<file path="src/rtl/gen_streams.sv">
// gen_streams: AXI4 write master that streams a counter pattern into num_streams regions.
// Define GEN_STREAMS_ERR_INJECT_EN to add inject_err (one-shot bit-0 corruption of a W beat).
module gen_streams #(
    parameter int WRITE_STREAM_MAXSIZE = 230400,
    parameter int STREAM_ADDR_OFFSET   = $clog2(WRITE_STREAM_MAXSIZE),
    parameter int STREAM_ADDR_SHIFT    = 2,
    parameter int BURST_BEATS          = 64
) (
    input  logic         clk,
    input  logic         reset,
    input  logic         start,
    input  logic [7:0]   num_streams,
    input  logic [7:0]   iter_num,
`ifdef GEN_STREAMS_ERR_INJECT_EN
    input  logic         inject_err,
`endif
    output logic [31:0]  AWADDR,
    output logic [7:0]   AWLEN,
    output logic [2:0]   AWSIZE,
    output logic [1:0]   AWBURST,
    output logic         AWVALID,
    input  logic         AWREADY,
    output logic [511:0] WDATA,
    output logic [63:0]  WSTRB,
    output logic         WLAST,
    output logic         WVALID,
    input  logic         WREADY,
    input  logic [1:0]   BRESP,
    input  logic         BVALID,
    output logic         BREADY,
    output logic         busy,
    output logic         done,
    output logic         error_detect
);

    localparam int BURSTS      = WRITE_STREAM_MAXSIZE / (16 * BURST_BEATS);
    localparam int BURST_W     = (BURSTS > 1) ? $clog2(BURSTS) : 1;
    localparam int BEAT_W      = (BURST_BEATS > 1) ? $clog2(BURST_BEATS) : 1;
    localparam int BURST_BYTES = BURST_BEATS * 64;
    localparam int ADDR_SH     = STREAM_ADDR_SHIFT + STREAM_ADDR_OFFSET;

    localparam logic [1:0] S_IDLE = 2'd0;
    localparam logic [1:0] S_AW   = 2'd1;
    localparam logic [1:0] S_W    = 2'd2;
    localparam logic [1:0] S_B    = 2'd3;

    function automatic logic [31:0] f_addr(input logic [7:0] s, input logic [BURST_W-1:0] b);
        return (32'(s) << ADDR_SH) + 32'(b) * 32'(BURST_BYTES);
    endfunction

    function automatic logic [511:0] f_beat(input logic [7:0] s, input logic [7:0] it,
                                            input logic [15:0] c);
        logic [511:0] d;
        for (int i = 0; i < 16; i++) d[32*i +: 32] = {s, it, c + 16'(i)};
        return d;
    endfunction

    logic [1:0]         r_state;
    logic [7:0]         r_num;
    logic [7:0]         r_iter;
    logic [7:0]         r_stream;
    logic [BURST_W-1:0] r_burst;
    logic [BEAT_W-1:0]  r_beat;
    logic [15:0]        r_cnt;
    logic [31:0]        r_awaddr;
    logic               r_awvalid;
    logic [511:0]       r_wdata;
    logic               r_wlast;
    logic               r_wvalid;
    logic               r_bready;
    logic               r_busy;
    logic               r_done;
    logic               r_err;

    logic               w_last_burst;
    logic               w_last_stream;
    logic [31:0]        w_next_addr;
    logic               w_load;
    logic [15:0]        w_load_cnt;
    logic [511:0]       w_load_data;
    logic               w_inj;

    assign w_last_burst  = (r_burst == BURST_W'(BURSTS - 1));
    assign w_last_stream = (r_stream == r_num - 8'd1);
    assign w_next_addr   = w_last_burst ? f_addr(r_stream + 8'd1, '0)
                                        : f_addr(r_stream, r_burst + BURST_W'(1));
    // A beat is loaded into the W register on the AW handshake and on each non-final W handshake.
    assign w_load      = (r_state == S_AW && AWREADY) || (r_state == S_W && WREADY && !r_wlast);
    assign w_load_cnt  = (r_state == S_AW) ? r_cnt : r_cnt + 16'd16;
    assign w_load_data = f_beat(r_stream, r_iter, w_load_cnt) ^ {511'd0, w_inj};

`ifdef GEN_STREAMS_ERR_INJECT_EN
    logic r_inj_armed;
    assign w_inj = (r_inj_armed | inject_err) & w_load;

    always_ff @(posedge clk or negedge reset) begin
        if (!reset) r_inj_armed <= 1'b0;
        else        r_inj_armed <= (r_inj_armed | inject_err) & ~w_load;
    end
`else
    assign w_inj = 1'b0;
`endif

    always_ff @(posedge clk or negedge reset) begin
        if (!reset) begin
            r_state   <= S_IDLE;
            r_num     <= '0;
            r_iter    <= '0;
            r_stream  <= '0;
            r_burst   <= '0;
            r_beat    <= '0;
            r_cnt     <= '0;
            r_awaddr  <= '0;
            r_awvalid <= 1'b0;
            r_wdata   <= '0;
            r_wlast   <= 1'b0;
            r_wvalid  <= 1'b0;
            r_bready  <= 1'b0;
            r_busy    <= 1'b0;
            r_done    <= 1'b0;
            r_err     <= 1'b0;
        end else begin
            r_done <= 1'b0;
            case (r_state)
                S_IDLE: if (start) begin
                    r_num    <= num_streams;
                    r_iter   <= iter_num;
                    r_err    <= 1'b0;
                    r_stream <= '0;
                    r_burst  <= '0;
                    r_beat   <= '0;
                    r_cnt    <= '0;
                    r_awaddr <= '0;
                    if (num_streams == 8'd0) begin
                        r_done <= 1'b1;
                    end else begin
                        r_state   <= S_AW;
                        r_awvalid <= 1'b1;
                        r_busy    <= 1'b1;
                    end
                end
                S_AW: if (AWREADY) begin
                    r_awvalid <= 1'b0;
                    r_wvalid  <= 1'b1;
                    r_wdata   <= w_load_data;
                    r_wlast   <= (BURST_BEATS == 1);
                    r_beat    <= '0;
                    r_state   <= S_W;
                end
                S_W: if (WREADY) begin
                    r_cnt <= r_cnt + 16'd16;
                    if (r_wlast) begin
                        r_wvalid <= 1'b0;
                        r_wlast  <= 1'b0;
                        r_bready <= 1'b1;
                        r_state  <= S_B;
                    end else begin
                        r_wdata <= w_load_data;
                        r_beat  <= r_beat + BEAT_W'(1);
                        r_wlast <= ((r_beat + BEAT_W'(1)) == BEAT_W'(BURST_BEATS - 1));
                    end
                end
                S_B: if (BVALID) begin
                    r_bready <= 1'b0;
                    if (BRESP != 2'b00) r_err <= 1'b1;
                    if (w_last_burst && w_last_stream) begin
                        r_state <= S_IDLE;
                        r_done  <= 1'b1;
                        r_busy  <= 1'b0;
                    end else begin
                        r_state   <= S_AW;
                        r_awvalid <= 1'b1;
                        r_awaddr  <= w_next_addr;
                        if (w_last_burst) begin
                            r_stream <= r_stream + 8'd1;
                            r_burst  <= '0;
                            r_cnt    <= '0;
                        end else begin
                            r_burst <= r_burst + BURST_W'(1);
                        end
                    end
                end
                default: r_state <= S_IDLE;
            endcase
        end
    end

    assign AWADDR       = r_awaddr;
    assign AWLEN        = 8'(BURST_BEATS - 1);
    assign AWSIZE       = 3'b110;
    assign AWBURST      = 2'b01;
    assign AWVALID      = r_awvalid;
    assign WDATA        = r_wdata;
    assign WSTRB        = '1;
    assign WLAST        = r_wlast;
    assign WVALID       = r_wvalid;
    assign BREADY       = r_bready;
    assign busy         = r_busy;
    assign done         = r_done;
    assign error_detect = r_err;

endmodule

</file>
<file path="config.mk">
export PLATFORM = sky130hd
export DESIGN_NAME = gen_streams
export DESIGN_NICKNAME = d
export VERILOG_FILES = /design/src/rtl/gen_streams.sv
export SDC_FILE = /design/constraint.sdc
export NUM_CORES = 1
export LEC_CHECK = 0
export ABC_CLOCK_PERIOD_IN_PS = 3900
export CAP_MARGIN = 5
export CORE_AREA = 3 3 255 257
export CTS_CLUSTER_SIZE = 14
export DETAILED_ROUTE_END_ITERATION = 10
export DIE_AREA = 0 0 258 260
export GPL_ROUTABILITY_DRIVEN = 0
export PLACE_DENSITY = 0.4
export SLEW_MARGIN = 20
export SYNTH_ARGS = -nofsm -noshare
export SYNTH_HDL_FRONTEND = slang
export SYNTH_SLANG_ARGS = --single-unit
</file>
<file path="constraint.sdc">
create_clock -name clk -period 3.9 [get_ports clk]
set_input_delay 0.39 -clock clk [delete_from_list [all_inputs] [get_ports clk]]
set_output_delay 0.39 -clock clk [all_outputs]
set_load 0.01 [all_outputs]
</file>
; ---- After elaboration in Yosys (flattened, before gate mapping)
; Index checks and enable logic that the tools add are counted.
[word_totals]
inputBits = 24
out_inout_bits = 628
ff_bits = 607
elab_cells = 144
[op_classes]
eq_ne = 17
n_reduce_logical = 23
add_sub_neg = 21
mux = 67
[op_table]
columns = operator, n
row1 = 512-bit 2-to-1 mux, 3
row2 = 512-bit case mux with 2 select lines, 1
row3 = 16-bit by 4-bit adder with 16-bit output (second input constant), 8
row4 = 16-bit 2-to-1 mux, 6
row5 = 32-bit 2-to-1 mux, 3
row6 = 16-bit by 3-bit adder with 16-bit output (second input constant), 4
row7 = 32-bit case mux with 2 select lines, 1
row8 = 8-bit 2-to-1 mux, 7
row9 = 16-bit case mux with 3 select lines, 1
row10 = 16-bit by 2-bit adder with 16-bit output (second input constant), 2
row11 = 8-bit case mux with 2 select lines, 2
row12 = 28-bit by 20-bit adder with 29-bit output, 1
row13 = 29-bit 2-to-1 mux, 1
row14 = 6-bit 2-to-1 mux, 4
row15 = 1-bit 2-to-1 mux, 23
row16 = 2-bit inequality test (second input constant), 11
row17 = 4-bit AND reduction, 5
row18 = 6-bit case mux with 3 select lines, 1
row19 = 6-bit AND reduction, 3
row20 = 16-bit by 1-bit adder with 16-bit output (second input constant), 1
row21 = 16-bit by 5-bit adder with 16-bit output (second input constant), 1
row22 = 8-bit by 1-bit adder with 8-bit output (second input constant), 2
row23 = 5-bit AND reduction, 3
row24 = 2-bit 2-to-1 mux, 6
row25 = other kinds (17), 28

; ---- Longest topological paths before layout
; Gate-level depths: netlist of run 1.
[logic_depth]
word_depth = 6
ltp_mapped = 10
ltp_nobuf = 8

; ---- Worst setup path after synthesis of run 1
; OpenSTA, ideal clock, no wires.
[synth_path]
path_kind = register -> register
from = reg r_num[0]
to = reg r_cnt[4]
slack_ns = 1.053
stages_incl_launch_ff = 11
setup_time_ns = 0.128
t_required_ns = 3.772
path_buffers = 2
period_less_slack_ns = 2.847
arrival_time_ns = 2.720
cell_sequence = dfrtp_1 inv_1 ha_1 or3b_1 or4_4 a2111oi_4 o211a_1 buf_6 a21o_1 buf_6 mux2_1
[synth_via]
elab_chain_len = 5
[synth_rtl]
columns = item, line
row1 = "start, declared", 59  ; logic [7:0] r_num;
row2 = "start signal, assigned", 126  ; r_num <= num_streams;
row3 = 8-bit by 1-bit subtractor with 8-bit output, 84  ; assign w_last_stream = (r_stream == r_num - 8'd1);
row4 = 8-bit equality test, 84
row5 = 1-bit logical AND, 166  ; if (w_last_burst && w_last_stream) begin
row6 = 2-bit inequality test (no source line), --
row7 = 6-bit AND reduction (no source line), --
row8 = "end signal, assigned", 151  ; r_cnt <= r_cnt + 16'd16;
row9 = "end, declared", 64  ; logic [15:0] r_cnt;
; No other way between the ends.
; A chain may end at the register's enable or synchronous reset.

; ---- Worst setup path in the final report of run 1
[layout_path]
from = reg r_burst[0]
to = reg r_awaddr[24] (netlist: AWADDR[24])
[layout_via]
elab_chain_len = 6
elab_cells_between_ends = 10
cone_classes = add/sub: 2 / eq/ne: 2 / mux: 4 / reduce/logical: 2
[layout_rtl]
columns = item, line
row1 = "start, declared", 62  ; logic [BURST_W-1:0] r_burst;
row2 = "start signal, assigned", 179  ; r_burst <= r_burst + BURST_W'(1);
row3 = 8-bit by 1-bit adder with 8-bit output, 86  ; : f_addr(r_stream, r_burst + BURST_W'(1));
row4 = 28-bit by 20-bit adder with 29-bit output, 48  ; return (32'(s) << ADDR_SH) + 32'(b) * 32'(BURST_BYTES);
row5 = 29-bit 2-to-1 mux, 85  ; assign w_next_addr = w_last_burst ? f_addr(r_stream + 8'd1, '0)
row6 = 32-bit 2-to-1 mux, 166
row7 = 32-bit 2-to-1 mux, 163  ; S_B: if (BVALID) begin
row8 = 32-bit case mux with 2 select lines, 124  ; case (r_state)
row9 = "end signal, assigned", 173  ; r_awaddr <= w_next_addr;
row10 = "end, declared", 65  ; logic [31:0] r_awaddr;
; Parallel ways exist; a longest one is shown, timed or not. The select of a mux whose other input is x is not followed.

==> results of run 1 <==
==> worst max-delay path: cells and delay by family (launching register included) <==
family | cells | cell delay [ns]
AOI/OAI and AO/OA | 3 | 1.12
and+or+nand+nor | 2 | 0.93
DFF | 1 | 0.44
muxes | 1 | 0.38
adders and majority gates | 1 | 0.16
buffers and inverters | 1 | 0.08
==> metal layers <==
metal  wire [µm]  global-route usage [%]  part of all wire, %  vias to the layer above
met2       17930                   17.46                   54                      338
met5          22                       0                0.066                        -
met3        2376                   2.279                  7.1                       36
li1            -                       -                    -                     3435
met4         543                   3.210                  1.6                        6
met1       12500                   10.01                   37                     3551
==> synthesized netlist by cell type (8+ instances only) <==
library cell,count,area (µm²)
and3_1,11,68.82
buf_4,548,4114
clkbuf_1,33,123.9
dfrtp_1,125,3128
ha_1,12,150.1
inv_1,17,63.81
mux2_2,20,225.2
nand2_1,126,473.0
nand2b_1,9,56.30
nand3_1,20,100.1
nor2_1,38,142.6
nor4_1,10,62.56
o21a_1,12,90.09
o21ai_0,26,130.1
o221ai_1,8,70.07
o311ai_0,8,70.07
o31ai_1,9,67.56
or3_1,10,62.56
xor2_1,13,113.9
==> per-stage QoR <==
step / area (µm²) / total power, µW
2_1_floorplan: 10840 / 5616
3_3_place_gp: 12990 / 7178
3_5_place_dp: 12990 / 7178
4_1_cts: 13560 / 8826
5_1_grt: 13560 / 9237
6_report: 13570 / 8599
==> area by class of cell <==
| cell class | count | area share, % |
|---|---|---|
| timing repair buffer | 539 | 39.65 |
| tap | 846 | 7.802 |
| sequential | 125 | 23.06 |
| inverter | 17 | 0.4703 |
| clock inverter | 15 | 1.033 |
| multi-input combinational | 579 | 24.84 |
| antenna | 1 | 0.01845 |
| clock buffer | 17 | 3.136 |
==> path summary, 6_finish.rpt <==
| check | from | endpoint | depth (start not counted) |
|---|---|---|---|
| min reg2reg | r_iter[0]$_DFFE_PN0P_ | WDATA[496]$_DFFE_PN0P_ | 2 |
| min | r_iter[0]$_DFFE_PN0P_ | WDATA[496]$_DFFE_PN0P_ | 2 |
| max in group asynchronous | reset | WDATA[395]$_DFFE_PN0P_ | 3 |
| min in group asynchronous | reset | r_burst[0]$_DFFE_PN0P_ | 2 |
| max | r_burst[0]$_DFFE_PN0P_ | AWADDR[24]$_DFFE_PN0P_ | 8 |
| max reg2reg | r_burst[0]$_DFFE_PN0P_ | AWADDR[24]$_DFFE_PN0P_ | 8 |
==> sequential cells by signal, indices dropped and copies added, names as in the netlist <==
signal and cells:
r_state 2, busy 1, WVALID 1, r_num 8, BREADY 1, WDATA 58, WLAST 1, r_iter 8
error_detect 1, r_stream 8, r_cnt 12, done 1, r_beat 6, r_burst 7, AWADDR 9, AWVALID 1
==> logic make-up (layout without fill, tap and decap cells) <==
logic type	after synthesis	count (layout)	synth area share (%)
DFF	125	125	30.13
other	2	126	0.07233
xor gates and xnor gates	20	20	1.687
AOI/OAI and AO/OA	128	128	9.545
and+or+nand+nor	266	266	12.26
buffers and inverters	603	588	41.90
adders and majority gates	12	12	1.446
muxes	28	28	2.965
==> power by group through the flow <==
stage               registers (µW)  clock network, µW  logic, µW
floorplan                     2050                  0       3570
global placement              2110                  0       5070
detailed placement            2140                  0       5040
CTS                           2120               1650       5060
global route                  2180               1700       5360
finish                        2090               1560       4950
==> results.toml, run 1 <==
[detailed_routing]
drt_iter0_drc = 310
drc_errors = 0
wl_per_cell_um = 15.60
antenna_left = 0
vias = 7366
routed_wl_um = 33370
dr.pass1.iters = 4
viasPerCell = 3.444

[timing]
worst_pin_slew_ns = 0.9422
setup_violations = 0
finalMaxSlewViolations = 0
setup_tns_ns = 0
min_period_ns = 3.231
fin_skew_ns = 0.01144
period_share_pct = 82.86
fin_hold_ws_ns = 0.4633
fin_ws_ns = 0.6686
grt_setup_unrepaired = "false"
fmax_mhz = 309.5
hold_violations = 0
relSlewSlack_pct = 37.19

[outcome]
status = "finished clean"

[finish]
drive_above_1_share_pct = 6.115
seqCellArea_um2 = 3128
final_common_cell = "clkdlybuf4s50_1"
fin_util_pct = 21.55
multi_input_area_um2 = 3369
final-instance-count-excl-fill = 2139
final_cell_mix = "clkdlybuf4s50_1 (525), dfrtp_1 (125), nand2_1 (125), conb_1 (125), nor2_1 (38)"
fill_cells = 6887
final_nets = 1315
area_growth_pct = 30.67

[grt]
antenna_found_initial = 11
grt_pass1_wl_um = 46660
grt_util_all_layers_pct = 9.254
grt-ovfl-total = 0
grt_start_max_net_pins = 68
grt_pass1_vias = 6760

[floorplan]
coreArea_um2 = 62970
rows = 92
dieArea_um2 = 67080
die_w_um = 258
die_y_um = 260
initial_utilization_pct = 16.49
io_pins = 652

[hold_path]
hp-class = "reg -> reg"

[power_and_ir_drop]
pwr-share-clk_pct = 18.2
ir_drop_uv = 283.7
switching_power_uw = 3539
p_int_uw = 5060
power_per_cell_area_nw_per_um2 = 633.8
seqPwrFrac_pct = 24.3
total_leakage_power_uw = 0.005626
pwr-share-comb_pct = 57.6
switching_share_pct = 41.15

[yosys]
yosysUniqueCellTypes = 69
ys_seq_elements = 125
synth_edf_count = 0
synthFlopType = "dfrtp_1"
yosysSeqAreaShare_pct = 30.13
syn_inst = 1184
synth_area_per_cell_um2 = 8.769
ys_warn_count = 0
async_flop_share_pct = 100.0
synthesis.area_um2 = 10380

[setup_path]
worstSetupEndpointType = "register"
critPathMaxStageDelay_ns = 0.49
arrival_ns = 3.56
path_max_fanout = 13
crit_slowest_cell = "or4b_4"
crit_type = "reg -> reg"
cp_data_required_time_ns = 4.23
worstSetupStartpointType = "register"
regToRegSetupSlack_ns = 0.67
path_cells = "inv_1, ha_1, or4b_4, or2_1, a2111oi_4, o211ai_4, a21boi_4, mux2_2"

[placed_design]
io_buffers = 526
place_inst = 2105
dpl.hpwl_um = 25820
place_ws_ns = 0.6454

[cts]
clk_pin_slew_ns = 0.07
clkLatencyLatePin_ns = 0.44
post_cts_resized = 0
cts_tree = "done"
post_cts_buffers = 0
cts.sinks = 125
ctsHoldBuffers = 1
cts_buffers = 17
cts-root-buf = "clkbuf_16"
cts_max_level = 4
ctsLongestPathBuffers = 2

[flow_run]
max_cap_viol_count = 0
Note: power is estimated with default switching activity, not from simulation.
==> run 2: changes to the inputs <==
==> config.mk (replaced) <==
export PLATFORM = sky130hd
export DESIGN_NAME = gen_streams
export DESIGN_NICKNAME = d
export VERILOG_FILES = /design/src/rtl/gen_streams.sv
export SDC_FILE = /design/constraint.sdc
export NUM_CORES = 1
export LEC_CHECK = 0
export ABC_CLOCK_PERIOD_IN_PS = 2650
export CAP_MARGIN = 5
export CORE_AREA = 3 3 254 256
export CTS_CLUSTER_SIZE = 14
export DETAILED_ROUTE_END_ITERATION = 10
export DIE_AREA = 0 0 257 259
export GPL_ROUTABILITY_DRIVEN = 0
export PLACE_DENSITY = 0.42
export SLEW_MARGIN = 20
export SYNTH_ARGS = -nofsm -noshare
export SYNTH_HDL_FRONTEND = slang
export SYNTH_SLANG_ARGS = --single-unit
==> constraint.sdc (replaced) <==
create_clock -name clk -period 2.65 [get_ports clk]
set_input_delay 0.265 -clock clk [delete_from_list [all_inputs] [get_ports clk]]
set_output_delay 0.265 -clock clk [all_outputs]
set_load 0.01 [all_outputs]
==> run 2 against run 1 <==
The run now ends with negative setup slack left. Flip-flop and latch count unchanged. Clock power rose by 64%. Count of clock-buffer cells in the layout rose by 3. Via count is 2.6% higher. Utilization is 1.4 points higher. Fmax grew 16%. Global-route usage is 0.12 points lower. Non-clock buffer count is 60 higher. Largest cell class unchanged. Highest routed layer unchanged.
==> results.toml, run 2 (synthesized netlist as in run 1, its figures left out) <==
[timing]
setup_violations = 32
fin_ws_ns = -0.1289
hold_violations = 0
min_period_ns = 2.779
fin_skew_ns = 0.007410
fmax_mhz = 359.9
finalMaxSlewViolations = 0
worst_pin_slew_ns = 0.5744
grt_setup_unrepaired = "true"
period_share_pct = 104.9
setup_tns_ns = -1.788
relSlewSlack_pct = 61.37

[power_and_ir_drop]
total_leakage_power_uw = 0.006055
power_per_cell_area_nw_per_um2 = 950.0
ir_drop_uv = 453.4
total_power_uw = 13670

[floorplan]
io_pins = 652
coreArea_um2 = 62740
die_w_um = 257
die_y_um = 259
initial_utilization_pct = 16.55
dieArea_um2 = 66560
rows = 92

[detailed_routing]
antenna_left = 0
viasPerCell = 3.438
dr.pass1.iters = 5
vias = 7560
drt_iter0_drc = 263
wl_per_cell_um = 14.66
routed_wl_um = 32230
drc_errors = 0

[grt]
grt_pass1_vias = 7090
grt_util_all_layers_pct = 9.139
grt-ovfl-total = 0
grt_start_max_net_pins = 55
grt_pass1_wl_um = 46720
antenna_found_initial = 6

[placed_design]
io_buffers = 526
dpl.hpwl_um = 25080

[cts]
cts_max_level = 4
clk_pin_slew_ns = 0.06
ctsLongestPathBuffers = 2
clkLatencyLatePin_ns = 0.44
cts-root-buf = "clkbuf_16"
cts.sinks = 125
cts_tree = "done"
cts_buffers = 17

[setup_path]
path_max_fanout = 4
cp_data_required_time_ns = 2.98
worstSetupEndpointType = "register"
worstSetupStartpointType = "register"
worstReg2RegStart = "r_num[1]$_DFFE_PN0P_"
regToRegSetupSlack_ns = -0.13
arrival_ns = 3.11
rr_worst_depth = 10
cp_num_buf_inv = 3
cpLargestDelayFamily = "simple AND/OR/NAND/NOR gates"
r2r_end = "r_cnt[4]$_DFFE_PN0P_"
crit_slowest_cell = "or4_4"
crit_type = "reg -> reg"
path_cells = "inv_2, ha_2, or3b_4, or4_4, a2111oi_4, buf_4, o211a_4, buf_12, a21o_4, mux2_4"
critPathMaxStageDelay_ns = 0.44

[hold_path]
hp-class = "in -> async"

[finish]
largest_reg_flops = 58
seqCellArea_um2 = 3129
fill_cells = 6745
area_growth_pct = 38.55
final_common_cell = "clkdlybuf4s50_1"
final_nets = 1375
multi_input_area_um2 = 3543
fin_util_pct = 22.93
final_cell_mix = "clkdlybuf4s50_1 (525), conb_1 (125), dfrtp_1 (124), nand2_1 (124), buf_4 (51)"
drive_above_1_share_pct = 12.06

[flow_run]
max_cap_viol_count = 0

[outcome]
violations = "negative setup slack"
status = "finished with violations"
[run 2: cell types whose count changed in the layout (fill, tap and decap cells not counted), moves of 7 or more]
| cell | delta |
|---|---|
| buf_6 | +13 |
| clkinvlp_4 | -7 |
| o311ai_0 | -8 |
| buf_4 | +40 |
[run 2: area by class of cell]
| cell class | instances | area share (%) |
|---|---|---|
| repair buffers | 599 | 41.45 |
| multi-input cells | 579 | 24.63 |
| flip-flops and latches | 125 | 21.75 |
| well taps | 846 | 7.358 |
| clock buffers | 20 | 3.175 |
| clock inverters | 12 | 1.166 |
| inverters | 17 | 0.4436 |
| diodes | 1 | 0.01740 |
[run 2: what timing repair did]
item,CTS,global route
endpoints found under the hold margin,52,0
buffers inserted,8,4
pin swaps,17,16
hold buffers,1,0
gates cloned,1,0
gates resized for setup,28,28
setup endpoints to repair,38,40
[run 2: worst max-delay path by stage]
stage | to | slack, ns | from | depth (start not counted)
floorplan | r_cnt[4]$_DFFE_PN0P_ | -0.14 | r_num[0]$_DFFE_PN0P_ | 10
global placement | r_cnt[4]$_DFFE_PN0P_ | -0.20 | r_num[1]$_DFFE_PN0P_ | 9
detailed placement | r_cnt[4]$_DFFE_PN0P_ | -0.22 | r_num[1]$_DFFE_PN0P_ | 9
CTS | AWADDR[20]$_DFFE_PN0P_ | -0.19 | r_num[1]$_DFFE_PN0P_ | 10
global route | AWADDR[20]$_DFFE_PN0P_ | -0.22 | r_num[0]$_DFFE_PN0P_ | 10
finish | r_cnt[4]$_DFFE_PN0P_ | -0.13 | r_num[1]$_DFFE_PN0P_ | 10
[run 2: metrics by stage]
step	instances	setup WS, ns	hold slack (ns)	instance area [µm²]
after floorplan	1307	-0.1379	-0.03059	10870
after global placement	2153	-0.2019	0.2990	13420
after detailed placement	2153	-0.2161	0.2987	13420
after CTS	2195	-0.1913	0.3721	14250
after global routing	2198	-0.2197	0.4234	14380
final	2199	-0.1289	0.3692	14390
[run 2: where the power goes]
group / switching, µW / total, µW / internal, µW / leakage [µW]
sequential: 709 / 3020 / 2320 / 0.00163
combinational: 3700 / 8080 / 4390 / 0.00411
clock: 945 / 2560 / 1610 / 0.000313
total: 5350 / 13700 / 8320 / 0.00606
[run 2: metal layers]
metal  up-vias  routed length [µm]  GRT usage [%]
met1      3622               12570          10.37
met2       346               16800          16.47
met3        27                2399          2.683
met4         4                 440          2.835
met5         -                  21              0
li1       3561                   -              -
